$ cat src/rtl/usr_pkg.sv
// ----------------------------------------------------------------------------
// usr_pkg
// Shared definitions for the parametrised universal shift register:
//   - 3-bit operation codes (MODE_*)
//   - FSM state encoding (ST_IDLE, ST_SHIFT)
//   - is_shift_mode(): tells whether a code starts a multi-cycle shift
// Configuration macro: USR_ROTATE_EN (enables ROR/ROL as shift modes).
// ----------------------------------------------------------------------------
package usr_pkg;

    localparam logic [2:0] MODE_HOLD = 3'b000;
    localparam logic [2:0] MODE_SHR  = 3'b001;
    localparam logic [2:0] MODE_SHL  = 3'b010;
    localparam logic [2:0] MODE_LOAD = 3'b011;
    localparam logic [2:0] MODE_ROR  = 3'b100;
    localparam logic [2:0] MODE_ROL  = 3'b101;
    localparam logic [2:0] MODE_ASR  = 3'b110;
    localparam logic [2:0] MODE_RSVD = 3'b111;

    typedef enum logic {
        ST_IDLE  = 1'b0,
        ST_SHIFT = 1'b1
    } state_t;

    // Codes that enter SHIFT when amt >= 1. Without rotate support the
    // rotate codes fall through to the reserved/HOLD behaviour.
    function automatic logic is_shift_mode(input logic [2:0] m);
        logic r;
        case (m)
            MODE_SHR, MODE_SHL, MODE_ASR: r = 1'b1;
`ifdef USR_ROTATE_EN
            MODE_ROR, MODE_ROL:           r = 1'b1;
`endif
            default:                      r = 1'b0;
        endcase
        return r;
    endfunction

endpackage

$ cat src/rtl/usr_step.sv
// ----------------------------------------------------------------------------
// usr_step
// Combinational single-bit step of the universal shift register.
// Ports:
//   mode      in  3      operation code (usr_pkg MODE_*)
//   cur       in  WIDTH  current register value
//   right_in  in  1      fill bit for the MSB on SHR
//   left_in   in  1      fill bit for the LSB on SHL
//   next      out WIDTH  value after one step (cur for non-shift codes)
// Configuration macro: USR_ROTATE_EN -- when undefined the rotate datapath
// is not built and ROR/ROL codes leave the value unchanged.
// ----------------------------------------------------------------------------
module usr_step
    import usr_pkg::*;
#(
    parameter int WIDTH = 16
) (
    input  logic [2:0]       mode,
    input  logic [WIDTH-1:0] cur,
    input  logic             right_in,
    input  logic             left_in,
    output logic [WIDTH-1:0] next
);

    // One-bit shift/rotate selected by the operation code
    always_comb begin
        next = cur;
        case (mode)
            MODE_SHR: next = {right_in, cur[WIDTH-1:1]};
            MODE_SHL: next = {cur[WIDTH-2:0], left_in};
`ifdef USR_ROTATE_EN
            MODE_ROR: next = {cur[0], cur[WIDTH-1:1]};
            MODE_ROL: next = {cur[WIDTH-2:0], cur[WIDTH-1]};
`endif
            MODE_ASR: next = {cur[WIDTH-1], cur[WIDTH-1:1]};
            default:  next = cur;
        endcase
    end

endmodule

$ cat src/rtl/usr_param.sv
// ----------------------------------------------------------------------------
// usr_param
// Parametrised universal shift register with multi-bit shift commands.
// A command is strobed with start while idle; shifts move one bit per cycle
// with busy high, and every command ends with a one-cycle done pulse.
// Ports:
//   clk        in  1      rising-edge clock
//   clr        in  1      synchronous active-high clear (highest priority)
//   start      in  1      command strobe, sampled only when idle
//   mode       in  3      operation code (usr_pkg MODE_*)
//   amt        in  AMT_W  shift count, saturates at WIDTH
//   right_in   in  1      MSB fill for SHR, sampled at every step
//   left_in    in  1      LSB fill for SHL, sampled at every step
//   par_in     in  WIDTH  parallel load data
//   out        out WIDTH  register contents
//   ser_out_r  out 1      out[0]
//   ser_out_l  out 1      out[WIDTH-1]
//   busy       out 1      multi-cycle shift in progress
//   done       out 1      command-complete pulse
// Configuration macro: USR_ROTATE_EN (ROR/ROL available when defined).
// ----------------------------------------------------------------------------
module usr_param
    import usr_pkg::*;
#(
    parameter int WIDTH = 16,
    parameter int AMT_W = $clog2(WIDTH + 1)
) (
    input  logic             clk,
    input  logic             clr,
    input  logic             start,
    input  logic [2:0]       mode,
    input  logic [AMT_W-1:0] amt,
    input  logic             right_in,
    input  logic             left_in,
    input  logic [WIDTH-1:0] par_in,
    output logic [WIDTH-1:0] out,
    output logic             ser_out_r,
    output logic             ser_out_l,
    output logic             busy,
    output logic             done
);

    localparam logic [AMT_W-1:0] AMT_MAX = AMT_W'(WIDTH);
    localparam logic [AMT_W-1:0] AMT_ONE = AMT_W'(1);

    state_t           state_q, state_d;
    logic [AMT_W-1:0] cnt_q,   cnt_d;
    logic [2:0]       mode_q,  mode_d;
    logic [WIDTH-1:0] out_q,   out_d;
    logic             busy_q,  busy_d;
    logic             done_q,  done_d;

    logic [AMT_W-1:0] amt_sat;
    logic [WIDTH-1:0] step_next;

    // Clamp the requested count so no more than WIDTH steps are ever taken
    always_comb begin
        if (amt > AMT_MAX) begin
            amt_sat = AMT_MAX;
        end else begin
            amt_sat = amt;
        end
    end

    // The step always uses the latched mode so mode changes while busy are ignored
    usr_step #(
        .WIDTH (WIDTH)
    ) u_step (
        .mode     (mode_q),
        .cur      (out_q),
        .right_in (right_in),
        .left_in  (left_in),
        .next     (step_next)
    );

    // Next-state, datapath and registered-output computation
    always_comb begin
        state_d = state_q;
        cnt_d   = cnt_q;
        mode_d  = mode_q;
        out_d   = out_q;
        busy_d  = 1'b0;
        done_d  = 1'b0;
        case (state_q)
            ST_IDLE: begin
                if (start) begin
                    if (mode == MODE_LOAD) begin
                        out_d  = par_in;
                        done_d = 1'b1;
                    end else if (is_shift_mode(mode) && (amt != '0)) begin
                        mode_d  = mode;
                        cnt_d   = amt_sat;
                        state_d = ST_SHIFT;
                        busy_d  = 1'b1;
                    end else begin
                        // HOLD, reserved, disabled rotate, or zero count
                        done_d = 1'b1;
                    end
                end else begin
                    state_d = ST_IDLE;
                end
            end
            ST_SHIFT: begin
                out_d = step_next;
                cnt_d = cnt_q - AMT_ONE;
                if (cnt_q == AMT_ONE) begin
                    state_d = ST_IDLE;
                    done_d  = 1'b1;
                end else begin
                    busy_d = 1'b1;
                end
            end
            default: begin
                state_d = ST_IDLE;
                cnt_d   = '0;
            end
        endcase
    end

    // State and output registers with synchronous clear
    always_ff @(posedge clk) begin
        if (clr) begin
            state_q <= ST_IDLE;
            cnt_q   <= '0;
            mode_q  <= MODE_HOLD;
            out_q   <= '0;
            busy_q  <= 1'b0;
            done_q  <= 1'b0;
        end else begin
            state_q <= state_d;
            cnt_q   <= cnt_d;
            mode_q  <= mode_d;
            out_q   <= out_d;
            busy_q  <= busy_d;
            done_q  <= done_d;
        end
    end

    assign out       = out_q;
    assign ser_out_r = out_q[0];
    assign ser_out_l = out_q[WIDTH-1];
    assign busy      = busy_q;
    assign done      = done_q;

endmodule

$ cat config.mk
export PLATFORM = sky130hd
export DESIGN_NAME = usr_param
export DESIGN_NICKNAME = d
export VERILOG_FILES = /design/src/rtl/usr_pkg.sv /design/src/rtl/usr_step.sv /design/src/rtl/usr_param.sv
export SDC_FILE = /design/constraint.sdc
export NUM_CORES = 1
export LEC_CHECK = 0
export BUFFER_PORTS_ARGS = -buffer_cell sky130_fd_sc_hd__buf_4
export CELL_PAD_IN_SITES_DETAIL_PLACEMENT = 0
export CELL_PAD_IN_SITES_GLOBAL_PLACEMENT = 2
export CORE_MARGIN = 4
export CORE_UTILIZATION = 31
export DETAILED_ROUTE_END_ITERATION = 16
export PLACE_DENSITY = 0.89
export SETUP_SLACK_MARGIN = 0.3
export SYNTH_ARGS = -nofsm -noshare
export SYNTH_HDL_FRONTEND = slang
export SYNTH_SLANG_ARGS = --single-unit
$ cat constraint.sdc
create_clock -name clk -period 4.11 [get_ports clk]
set_clock_uncertainty 0.05 [all_clocks]
set_input_delay 0.6165 -clock clk [delete_from_list [all_inputs] [get_ports clk]]
set_output_delay 0.6165 -clock clk [all_outputs]
set_load 0.01 [all_outputs]
==> flow_metrics.py <==
metrics = {
    "timing": {
        "timing.final.ws_setup_ns": 2.19,
        "finalSetupViolCount": 0,
        "finalHoldViolations": 0,
        "fin_crit_sh": 0.467,
        "max_freq_mhz": 521,
        "max_slew_margin": 0.542,
        "tns_ns": 0,
        "layout_min_cycle_time_ns": 1.92,
        "worst_pin_slew_ns": 0.687,
        "rsz0062_at_grt": "no",
        "slew_viol_final": 0,
    },
    "logic_synthesis": {
        "synth_cells": 171,
        "ys_ff_latch": 26,
        "synthMuxAreaShare": 0.106,
        "synth_edf_count": 0,
        "yosys_warnings": 0,
        "synth-seq-area-share": 0.343,
        "yosysUniqueCellTypes": 43,
        "synthAdderAreaFrac": 0.0165,
        "synth_top_family_by_area": "compound AO/OA/AOI/OAI gates",
        "synth_simple_gate_area_frac": 0.186,
        "synthFlopType": "dfxtp_1",
        "ys_async_sr_fraction": 0,
        "synth_xor_area_frac": 0.0116,
        "synth_nets": 202,
        "synth-compound-area-share": 0.265,
        "syn_avg_cell_area_sq_um": 8.87,
        "netlist_area_sq_um": 1520,
    },
    "pwr": {
        "p_seq_frac": 0.448,
        "p_switching_w": 0.000165,
        "combPwrFrac": 0.204,
        "p_int_w": 0.000460,
        "pwr-share-clk": 0.348,
        "p_per_area_nw_per_um2": 319,
        "finalPower_w": 0.000626,
        "peakVddDrop_mv": 0.169,
        "p_sw_frac": 0.264,
        "p_leak_nw": 0.784,
    },
    "detailed_routing": {
        "drt_iter0_drc": 88,
        "dr.pass1.iters": 4,
        "routed-via-count": 1401,
        "drc": 0,
        "post_drt_wl_per_cell_um": 13.4,
        "ant_nets": 0,
        "via_per_inst": 5.02,
        "wirelength_mm": 3.73,
    },
    "die": {
        "start_util": 0.321,
        "core_area_sq_um": 4720,
        "dieArea_sq_um": 6070,
        "die_h_um": 77.9,
        "dieWidth_um": 77.9,
        "rows": 25,
        "ios": 49,
    },
    "place": {
        "dp_cells": 275,
        "hpwl_mm": 2.70,
        "port_buffers": 48,
        "pre_cts_slack_ns": 2.13,
        "globalplace.congestion": 0.722,
    },
    "critical_path": {
        "cp_max_fo": 46,
        "cp.required_ns": 4.28,
        "critPathCaptureType": "flip-flop",
        "crit_type": "flip-flop to flip-flop",
        "arrival_ns": 2.09,
        "critPathMaxStageDelay_ns": 0.41,
        "path_cells": "buf_4 -> inv_2 -> or3_1 -> a221o_1 -> a21oi_2",
        "critPathLaunchType": "flip-flop",
        "cp-startpoint": "busy",
        "crit_slowest_cell": "buf_4",
        "r2r-start": "busy",
    },
    "finish": {
        "synthToLayoutAreaGrowth_pct": 29.3,
        "fin_nets": 244,
        "drive_gt1_frac": 0.297,
        "final_common_cell": "buf_4",
        "diodes": 0,
        "final-instance-count-excl-fill": 279,
        "layout_common_cells": "50 x buf_4, 26 x dfxtp_1, 20 x a21oi_1",
    },
    "cts": {
        "cts_tree": "built",
        "cts_root_buf": "clkbuf_8",
        "clockBufferDepth": 2,
        "cts_resized": 0,
        "clkLatencyLatePin_ns": 0.27,
        "numCtsBuffers": 3,
        "cts_setup_buffers": 0,
        "ctsHtreeMaxLevel": 1,
        "clkSlewWorstSetupHoldPaths_ns": 0.09,
        "cts_sinks": 26,
        "postCtsHoldBufs": 0,
    },
    "global_route": {
        "antenna_found_initial": 0,
        "grt_overflow": 0,
        "grt_pass1_wl_mm": 6.04,
        "grt_use_total": 0.120,
        "grt_pass1_vias": 1266,
        "grt_max_degree": 47,
    },
    "outcome": {
        "status": "finished, final reports clean",
    },
    "job": {
        "maxCapViolations": 0,
    },
    "worst_hold_path": {
        "hold_class": "flip-flop to flip-flop",
        "min_from": "out[15]",
    },
}
## area by class of cell
| type | instances | area [sq um] |
|---|---|---|
| fillers | 486 | 2760 |
| clock buffers | 3 | 41.3 |
| inverters | 5 | 18.8 |
| repair buffers | 50 | 375 |
| well taps | 67 | 83.8 |
| clock inverters | 1 | 30.0 |
| flip-flops and latches | 26 | 520 |
| multi-input cells | 127 | 891 |
## path summary, 6_finish.rpt
kind / to / slack, ns / cells after the start
worst max-delay path: out[15] / 2.19 / 5
worst min-delay path: out[15] / 0.47 / 2
worst min register to register: out[15] / 0.47 / 2
worst max register to register: out[15] / 2.19 / 5
## through the flow
step / utilization / area, sq um / hold WS [ns]
after floorplan: - / 1520 / 0.433
after global placement: 0.400 / 1890 / 0.458
after detailed placement: 0.400 / 1890 / 0.466
after CTS: 0.415 / 1960 / 0.479
after global routing: 0.415 / 1960 / 0.524
final: 0.415 / 1960 / 0.471
## synthesized netlist by cell type, types with 2 or more instances
cell type	n	area (sq um)
nor2_1	18	67.6
o31ai_1	3	22.5
nor3_1	3	15.0
o211ai_1	2	15.0
inv_1	4	15.0
a22o_1	15	131
buf_6	4	45.0
o21ai_1	2	10.0
nor2b_1	6	37.5
a31oi_1	2	12.5
mux2i_1	16	160
a21oi_2	2	17.5
a311oi_1	2	17.5
ha_1	2	25.0
or3_1	2	12.5
dfxtp_1	26	521
o21ai_0	2	10.0
nor3b_1	4	30.0
buf_4	3	22.5
clkbuf_1	4	15.0
nand4_1	4	25.0
a21oi_1	20	100
nand3_1	5	25.0
## state kept, by name, summed over array words and instances (netlist names)
signal / cells
mode_q: 3
busy: 1
done: 1
out: 16
cnt_q: 5
## worst max-delay path, delay by kind of cell (launching register included)
kind / cells / cell delay [ns]
buffers and inverters: 2 / 0.58
AOI/OAI and AO/OA: 2 / 0.50
DFF: 1 / 0.34
and+or+nand+nor: 1 / 0.39
## routing by layer
metal,part of all wire,vias to the layer above,GRT usage
li1,-,723,-
met1,0.47,639,0.168
met2,0.46,34,0.185
met3,0.052,5,0.0197
met4,0.015,0,0.0420
met5,0,-,0
## power groups by stage
stage                     sequential (W)  clock, W  combinational [W]
after floorplan                 0.000286         0          0.0000814
after global placement          0.000287         0           0.000129
after detailed placement        0.000286         0           0.000128
after CTS                       0.000280  0.000221           0.000129
after global routing            0.000283  0.000228           0.000142
final                           0.000280  0.000218           0.000128
## kinds of logic after synthesis
family | Yosys count
muxes | 16
and+or+nand+nor | 50
adders and majority gates | 2
AOI/OAI and AO/OA | 57
buffers and inverters | 18
DFF | 26
xor gates and xnor gates | 2
(Power assumes the default switching activity.)
